$ cat config.mk
export PLATFORM = sky130hd
export DESIGN_NAME = gcd_engine_flat
export DESIGN_NICKNAME = d
export VERILOG_FILES = /design/src/rtl/gcd_pkg.sv /design/src/rtl/gcd_engine_if.sv /design/src/rtl/gcd_step_unit.sv /design/src/rtl/gcd_engine.sv /design/src/flat_wrapper.sv
export SDC_FILE = /design/constraint.sdc
export NUM_CORES = 1
export LEC_CHECK = 0
export CAP_MARGIN = 30
export CORE_MARGIN = 1
export CORE_UTILIZATION = 37
export CTS_BUF_LIST = sky130_fd_sc_hd__clkbuf_4 sky130_fd_sc_hd__clkbuf_8
export DETAILED_ROUTE_END_ITERATION = 10
export PLACE_DENSITY = 0.73
export SLEW_MARGIN = 20
export SYNTH_ARGS = -nofsm -noshare
export SYNTH_HDL_FRONTEND = slang
export SYNTH_SLANG_ARGS = --single-unit
export TNS_END_PERCENT = 50
$ cat constraint.sdc
create_clock -name clk_i -period 2.1 [get_ports clk_i]
set_input_delay 0.525 -clock clk_i [delete_from_list [all_inputs] [get_ports clk_i]]
set_output_delay 0.525 -clock clk_i [all_outputs]
set_load 0.005 [all_outputs]
$ cat src/rtl/gcd_pkg.sv
// Shared types and constants for the GCD engine.
package gcd_pkg;

  typedef enum logic [1:0] {
    IDLE    = 2'd0,
    COMPUTE = 2'd1,
    DONE    = 2'd2
  } gcd_state_e;

  localparam int ALGO_SUB = 0;
  localparam int ALGO_BIN = 1;

  // Width of the common power-of-two shift count for a given operand width.
  function automatic int k_width(input int width);
    return $clog2(width + 1);
  endfunction

endpackage

$ cat src/rtl/gcd_engine_if.sv
// Operand/result handshake bundle for gcd_engine; cycles_o exists only with GCD_CYCLE_CNT_EN.
// Handshake: operands transfer on an edge where valid_i && ready_o; the result transfers
// on an edge where valid_o && ready_i; a held valid is never withdrawn by the engine.
interface gcd_engine_if
  import gcd_pkg::*;
#(
  parameter int WIDTH = 8,
  parameter int CNT_W = 16
);

  logic             valid_i;
  logic             ready_o;
  logic [WIDTH-1:0] a_i;
  logic [WIDTH-1:0] b_i;
  logic [WIDTH-1:0] gcd_o;
  logic             valid_o;
  logic             ready_i;
  logic             busy_o;
`ifdef GCD_CYCLE_CNT_EN
  logic [CNT_W-1:0] cycles_o;
`endif
  gcd_state_e       state_dbg;

  modport slave (
    input  valid_i, a_i, b_i, ready_i,
    output ready_o, gcd_o, valid_o, busy_o,
`ifdef GCD_CYCLE_CNT_EN
    cycles_o,
`endif
    state_dbg
  );

  modport master (
    output valid_i, a_i, b_i, ready_i,
    input  ready_o, gcd_o, valid_o, busy_o,
`ifdef GCD_CYCLE_CNT_EN
    cycles_o,
`endif
    state_dbg
  );

endinterface

$ cat src/rtl/gcd_step_unit.sv
// One combinational GCD iteration: subtractive Euclid (ALGO_SUB) or binary Stein (ALGO_BIN).
module gcd_step_unit
  import gcd_pkg::*;
#(
  parameter int WIDTH = 8,
  parameter int ALGO  = ALGO_SUB
) (
  input  logic [WIDTH-1:0] a_i,
  input  logic [WIDTH-1:0] b_i,
  output logic [WIDTH-1:0] a_o,
  output logic [WIDTH-1:0] b_o,
  output logic             k_inc_o,
  output logic             term_o
);

  always_comb begin
    a_o     = a_i;
    b_o     = b_i;
    k_inc_o = 1'b0;
    term_o  = 1'b0;
    if ((a_i == b_i) || (a_i == '0) || (b_i == '0)) begin
      term_o = 1'b1;
    end else if (ALGO == ALGO_BIN) begin
      // Shared factors of two are stripped together and restored from k at the end.
      if (!a_i[0] && !b_i[0]) begin
        a_o     = a_i >> 1;
        b_o     = b_i >> 1;
        k_inc_o = 1'b1;
      end else if (!a_i[0]) begin
        a_o = a_i >> 1;
      end else if (!b_i[0]) begin
        b_o = b_i >> 1;
      end else if (a_i > b_i) begin
        a_o = a_i - b_i;
      end else begin
        b_o = b_i - a_i;
      end
    end else begin
      if (a_i > b_i) begin
        a_o = a_i - b_i;
      end else begin
        b_o = b_i - a_i;
      end
    end
  end

endmodule

$ cat src/rtl/gcd_engine.sv
// Iterative GCD engine with valid/ready operand and result handshakes.
// Optional COMPUTE-cycle counter on cycles_o is compiled in with GCD_CYCLE_CNT_EN.
module gcd_engine
  import gcd_pkg::*;
#(
  parameter int WIDTH = 8,
  parameter int ALGO  = ALGO_SUB,
  parameter int CNT_W = 16
) (
  input  logic         clk_i,
  input  logic         rst_i,
  gcd_engine_if.slave  bus
);

  localparam int KW = k_width(WIDTH);

  gcd_state_e       state_q, state_d;
  logic [WIDTH-1:0] a_q, b_q, gcd_q;
  logic [WIDTH-1:0] a_nxt, b_nxt;
  logic [WIDTH-1:0] result;
  logic [KW-1:0]    k_q;
  logic             k_inc, term;
  logic             accept, finish, release_res;

  gcd_step_unit #(
    .WIDTH (WIDTH),
    .ALGO  (ALGO)
  ) u_step (
    .a_i     (a_q),
    .b_i     (b_q),
    .a_o     (a_nxt),
    .b_o     (b_nxt),
    .k_inc_o (k_inc),
    .term_o  (term)
  );

  always_ff @(posedge clk_i) begin
    if (rst_i) state_q <= IDLE;
    else       state_q <= state_d;
  end

  always_comb begin
    state_d     = state_q;
    accept      = 1'b0;
    finish      = 1'b0;
    release_res = 1'b0;
    case (state_q)
      IDLE: begin
        if (bus.valid_i) begin
          accept  = 1'b1;
          state_d = COMPUTE;
        end
      end
      COMPUTE: begin
        if (term) begin
          finish  = 1'b1;
          state_d = DONE;
        end
      end
      DONE: begin
        if (bus.ready_i) begin
          release_res = 1'b1;
          state_d     = IDLE;
        end
      end
      default: state_d = IDLE;
    endcase
  end

  // a|b is the surviving nonzero operand (or the common value when a==b).
  always_comb begin
    result = a_q | b_q;
    if (ALGO == ALGO_BIN) result = result << k_q;
  end

  always_ff @(posedge clk_i) begin
    if (rst_i) begin
      a_q   <= '0;
      b_q   <= '0;
      k_q   <= '0;
      gcd_q <= '0;
    end else if (accept) begin
      a_q <= bus.a_i;
      b_q <= bus.b_i;
      k_q <= '0;
    end else if (state_q == COMPUTE) begin
      if (finish) begin
        gcd_q <= result;
      end else begin
        a_q <= a_nxt;
        b_q <= b_nxt;
        k_q <= k_q + KW'(k_inc);
      end
    end else if (release_res) begin
      gcd_q <= '0;
    end
  end

`ifdef GCD_CYCLE_CNT_EN
  logic [CNT_W-1:0] cnt_q;

  always_ff @(posedge clk_i) begin
    if (rst_i || accept) begin
      cnt_q <= '0;
    end else if ((state_q == COMPUTE) && (cnt_q != '1)) begin
      cnt_q <= cnt_q + 1'b1;
    end
  end

  assign bus.cycles_o = (state_q == DONE) ? cnt_q : '0;
`endif

  assign bus.ready_o   = (state_q == IDLE);
  assign bus.busy_o    = (state_q == COMPUTE);
  assign bus.valid_o   = (state_q == DONE);
  assign bus.gcd_o     = (state_q == DONE) ? gcd_q : '0;
  assign bus.state_dbg = state_q;

endmodule
$ cat src/flat_wrapper.sv
// flat-port wrapper written by rule: the top's interface ports become plain ports
module gcd_engine_flat import gcd_pkg::*;
#(
  parameter int WIDTH = 8,
  parameter int ALGO  = ALGO_SUB,
  parameter int CNT_W = 16
)
  (clk_i, rst_i, bus_valid_i, bus_a_i, bus_b_i, bus_ready_i, bus_ready_o, bus_gcd_o, bus_valid_o, bus_busy_o, bus_state_dbg);
  gcd_engine_if #(.WIDTH(WIDTH), .CNT_W(CNT_W)) bus_i ();
  input  logic clk_i;
  input  logic rst_i;
  input wire logic [$bits(bus_i.valid_i)-1:0] bus_valid_i;
  input wire logic [$bits(bus_i.a_i)-1:0] bus_a_i;
  input wire logic [$bits(bus_i.b_i)-1:0] bus_b_i;
  input wire logic [$bits(bus_i.ready_i)-1:0] bus_ready_i;
  output wire logic [$bits(bus_i.ready_o)-1:0] bus_ready_o;
  output wire logic [$bits(bus_i.gcd_o)-1:0] bus_gcd_o;
  output wire logic [$bits(bus_i.valid_o)-1:0] bus_valid_o;
  output wire logic [$bits(bus_i.busy_o)-1:0] bus_busy_o;
  output wire logic [$bits(bus_i.state_dbg)-1:0] bus_state_dbg;
  assign bus_i.valid_i = bus_valid_i;
  assign bus_i.a_i = bus_a_i;
  assign bus_i.b_i = bus_b_i;
  assign bus_i.ready_i = bus_ready_i;
  assign bus_ready_o = bus_i.ready_o;
  assign bus_gcd_o = bus_i.gcd_o;
  assign bus_valid_o = bus_i.valid_o;
  assign bus_busy_o = bus_i.busy_o;
  assign bus_state_dbg = bus_i.state_dbg;
  gcd_engine #(.WIDTH(WIDTH), .ALGO(ALGO), .CNT_W(CNT_W)) u_core (.clk_i(clk_i), .rst_i(rst_i), .bus(bus_i));
endmodule
==> flow_summary.json <==
{
  "status": "finished clean",
  "dieWidth_um": 77.7,
  "startpoint": "u_core.bus.state_dbg[1]$_SDFFE_PP0P_",
  "finalSetupTns_ns": 0,
  "fin_crit_ns": 2.06,
  "areaGrowthSynthToFinish_pct": 48.7,
  "cp_slowest_cell": "clkdlybuf4s50_1",
  "critPathKind": "reg -> out",
  "dp_hpwl_mm": 4.46,
  "design_area_um2": 3150,
  "fillerInstances": 470,
  "dieArea_um2": 6030,
  "wl_per_cell_um": 15.7,
  "syn_area_um2": 2120,
  "worstPathCellList": "nor2b_4 -> buf_4 -> and2_1 -> clkdlybuf4s50_1",
  "core_area_um2": 5510,
  "cts_sinks": 26,
  "hold_start": "u_core.gcd_q[7]$_SDFFE_PP0P_",
  "hp-class": "reg -> reg",
  "ys_types": 60,
  "yosysTopAreaCell": "dfxtp_1",
  "synth_edf_count": 0,
  "grt_util_all_layers": 0.199,
  "cts_root_buf": "clkbuf_8",
  "cp-end-kind": "output pin",
  "clk_pin_slew_ns": 0.10,
  "cp-endpoint": "bus_gcd_o[6]",
  "numCtsBuffers": 3,
  "antenna_found_initial": 0,
  "dr.first_iter.drc_count": 167,
  "synthArstFlopShare": 0,
  "final_util": 0.572,
  "tritoncts": "built",
  "syn_nets": 286,
  "required_ns": 1.57,
  "grt-ovfl-total": 0,
  "rows": 27,
  "skew_ns": 0.00234,
  "drt_first_pass_iters": 4,
  "powerDensity_nw_per_um2": 1620,
  "multi_input_area_um2": 1610,
  "ys_seq_area_frac": 0.246,
  "drive_gt1_frac": 0.364,
  "io_buffer_count": 32,
  "first_global_vias": 1977,
  "ys_ff_latch": 26,
  "maxCapViolations": 0,
  "layout_common_cells": "buf_4 (50), clkdlybuf4s50_1 (30), nor2_1 (20), inv_1 (20), dfxtp_1 (19)",
  "yosys_warnings": 0,
  "path_buf_inv": 2,
  "rr_worst_depth": 9,
  "p_leak_nw": 1.30,
  "drc": 0,
  "synthTopCellsByArea": "dfxtp_1 (25%), ha_1 (14%), inv_1 (4.4%)",
  "drt_wl_total_mm": 6.13,
  "clkLatencyLatePin_ns": 0.27,
  "rsz0062_at_grt": "yes",
  "grt_pass1_wl_mm": 9.49,
  "tightest_slew_ns": 0.409,
  "fin_nets": 365,
  "cp_top_family": "buffers and inverters",
  "dpl-instance-area_um2": 2810,
  "rrSetupSlack_ns": 0.05,
  "r2r-end": "u_core.b_q[7]$_SDFFE_PP0P_",
  "grt_max_degree": 26,
  "layout_setup_ws_ns": 0.0443,
  "startpoint_type": "flip-flop",
  "final_common_cell": "buf_4",
  "cp.arrival_ns": 1.53,
  "initial_core_util": 0.385,
  "post-place-ws_ns": -0.0353,
  "relSlewSlack": 0.720,
  "synth_ff_type": "dfxtp_1",
  "num_io_pins": 33,
  "synth.avg_cell_area_um2": 8.79,
  "htree_num_levels": 1,
  "crit_fanout": 5,
  "max-clock-path-buffers": 2,
  "max_stage_delay_ns": 0.49,
  "vias": 2041,
  "synth_top_area_frac": 0.246,
  "finalSetupViolCount": 0,
  "ir_drop_mv": 0.670,
  "cp_num_cells": 4,
  "regArea_um2": 532,
  "drv_slew": 0,
  "r2r-start": "u_core.b_q[2]$_SDFFE_PP0P_",
  "antennaDiodeCount": 0,
  "netlist_instances": 241,
  "final-hold-violation-count": 0,
  "place.gp.congestion": 0.959,
  "die-height_um": 77.7,
  "routed_via_density": 5.22,
  "fin_crit_sh": 0.979,
  "fmax_mhz": 486,
  "ant_nets": 0
}
==> metrics by stage <==
step	hold WS, ns	total power, mW	std cells
3_3_place_gp	0.460	4.07	379
2_1_floorplan	0.447	3.02	241
6_report	0.496	5.12	391
5_1_grt	0.527	5.46	391
4_1_cts	0.498	4.65	386
3_5_place_dp	0.475	4.15	379
==> area by class of cell <==
type / count / area share
flip-flops and latches: 26 / 0.169
well taps: 72 / 0.0286
clock buffers: 4 / 0.0175
multi-input cells: 176 / 0.511
inverters: 26 / 0.0310
repair buffers: 87 / 0.243
==> synthesized netlist by cell type (2+ instances only) <==
library cell / n
dfxtp_1: 26
inv_1: 25
ha_1: 23
nor2_1: 20
nand2_1: 14
a21oi_1: 13
a2bb2oi_1: 10
and2_1: 9
xnor2_1: 9
clkbuf_1: 5
nand3_1: 5
nor4_1: 5
o31ai_1: 5
mux2i_1: 4
nand2b_1: 4
nor2b_1: 4
o21ai_0: 4
a31oi_1: 3
buf_6: 3
o21bai_1: 3
a41oi_1: 2
and3_1: 2
buf_2: 2
fa_1: 2
nor3_1: 2
o21ai_1: 2
or3_1: 2
==> worst min-delay path by stage <==
| stage | end | slack [ns] | cells after the start |
|---|---|---|---|
| floorplan | u_core.gcd_q[0]$_SDFFE_PP0P_ | 0.45 | 2 |
| global placement | u_core.gcd_q[3]$_SDFFE_PP0P_ | 0.46 | 2 |
| detailed placement | u_core.gcd_q[7]$_SDFFE_PP0P_ | 0.47 | 2 |
| CTS | u_core.gcd_q[7]$_SDFFE_PP0P_ | 0.50 | 2 |
| global route | u_core.gcd_q[7]$_SDFFE_PP0P_ | 0.53 | 2 |
| finish | u_core.gcd_q[7]$_SDFFE_PP0P_ | 0.50 | 2 |
==> flip-flops by register name (all words and copies together), names as in the netlist <==
name and flops:
u_core.b_q 8, u_core.bus.state_dbg 2, u_core.a_q 8, u_core.gcd_q 8
==> power by group <==
group          switching, mW  internal, mW
clock network          0.167         0.168
registers             0.0876         0.639
logic                   1.97          2.09
==> worst reg2reg max path, stage by stage (launching register included) <==
cell      delay [ns]
dfxtp_2         0.35
inv_2           0.05
ha_4            0.29
buf_4           0.14
nand2b_1        0.17
nand3_1         0.17
a221oi_2        0.36
xnor2_1         0.20
o211ai_2        0.12
a21oi_2         0.14
==> metal layers <==
metal  routed length [µm]  global-route usage  vias to the layer above  share of wire
met5                    0                   0                        -              0
met4                   76              0.0472                        0          0.012
met3                  331              0.0247                        8          0.054
met2                 3020               0.338                       69           0.49
met1                 2710               0.267                      964           0.44
li1                     -                   -                     1000              -
==> logic make-up after synthesis <==
kind of cell	share of synthesized area
buffers and inverters	0.0880
xor gates and xnor gates	0.0413
adders and majority gates	0.155
AOI/OAI and AO/OA	0.239
DFF	0.246
and+or+nand+nor	0.200
muxes	0.0313
==> what timing repair did <==
item,CTS,global route
pin swaps,6,14
hold buffers,0,0
buffers inserted,3,4
setup endpoints to repair,7,32
resized for setup,13,40
gates cloned,0,1
Note: power is estimated with default switching activity, not from simulation.
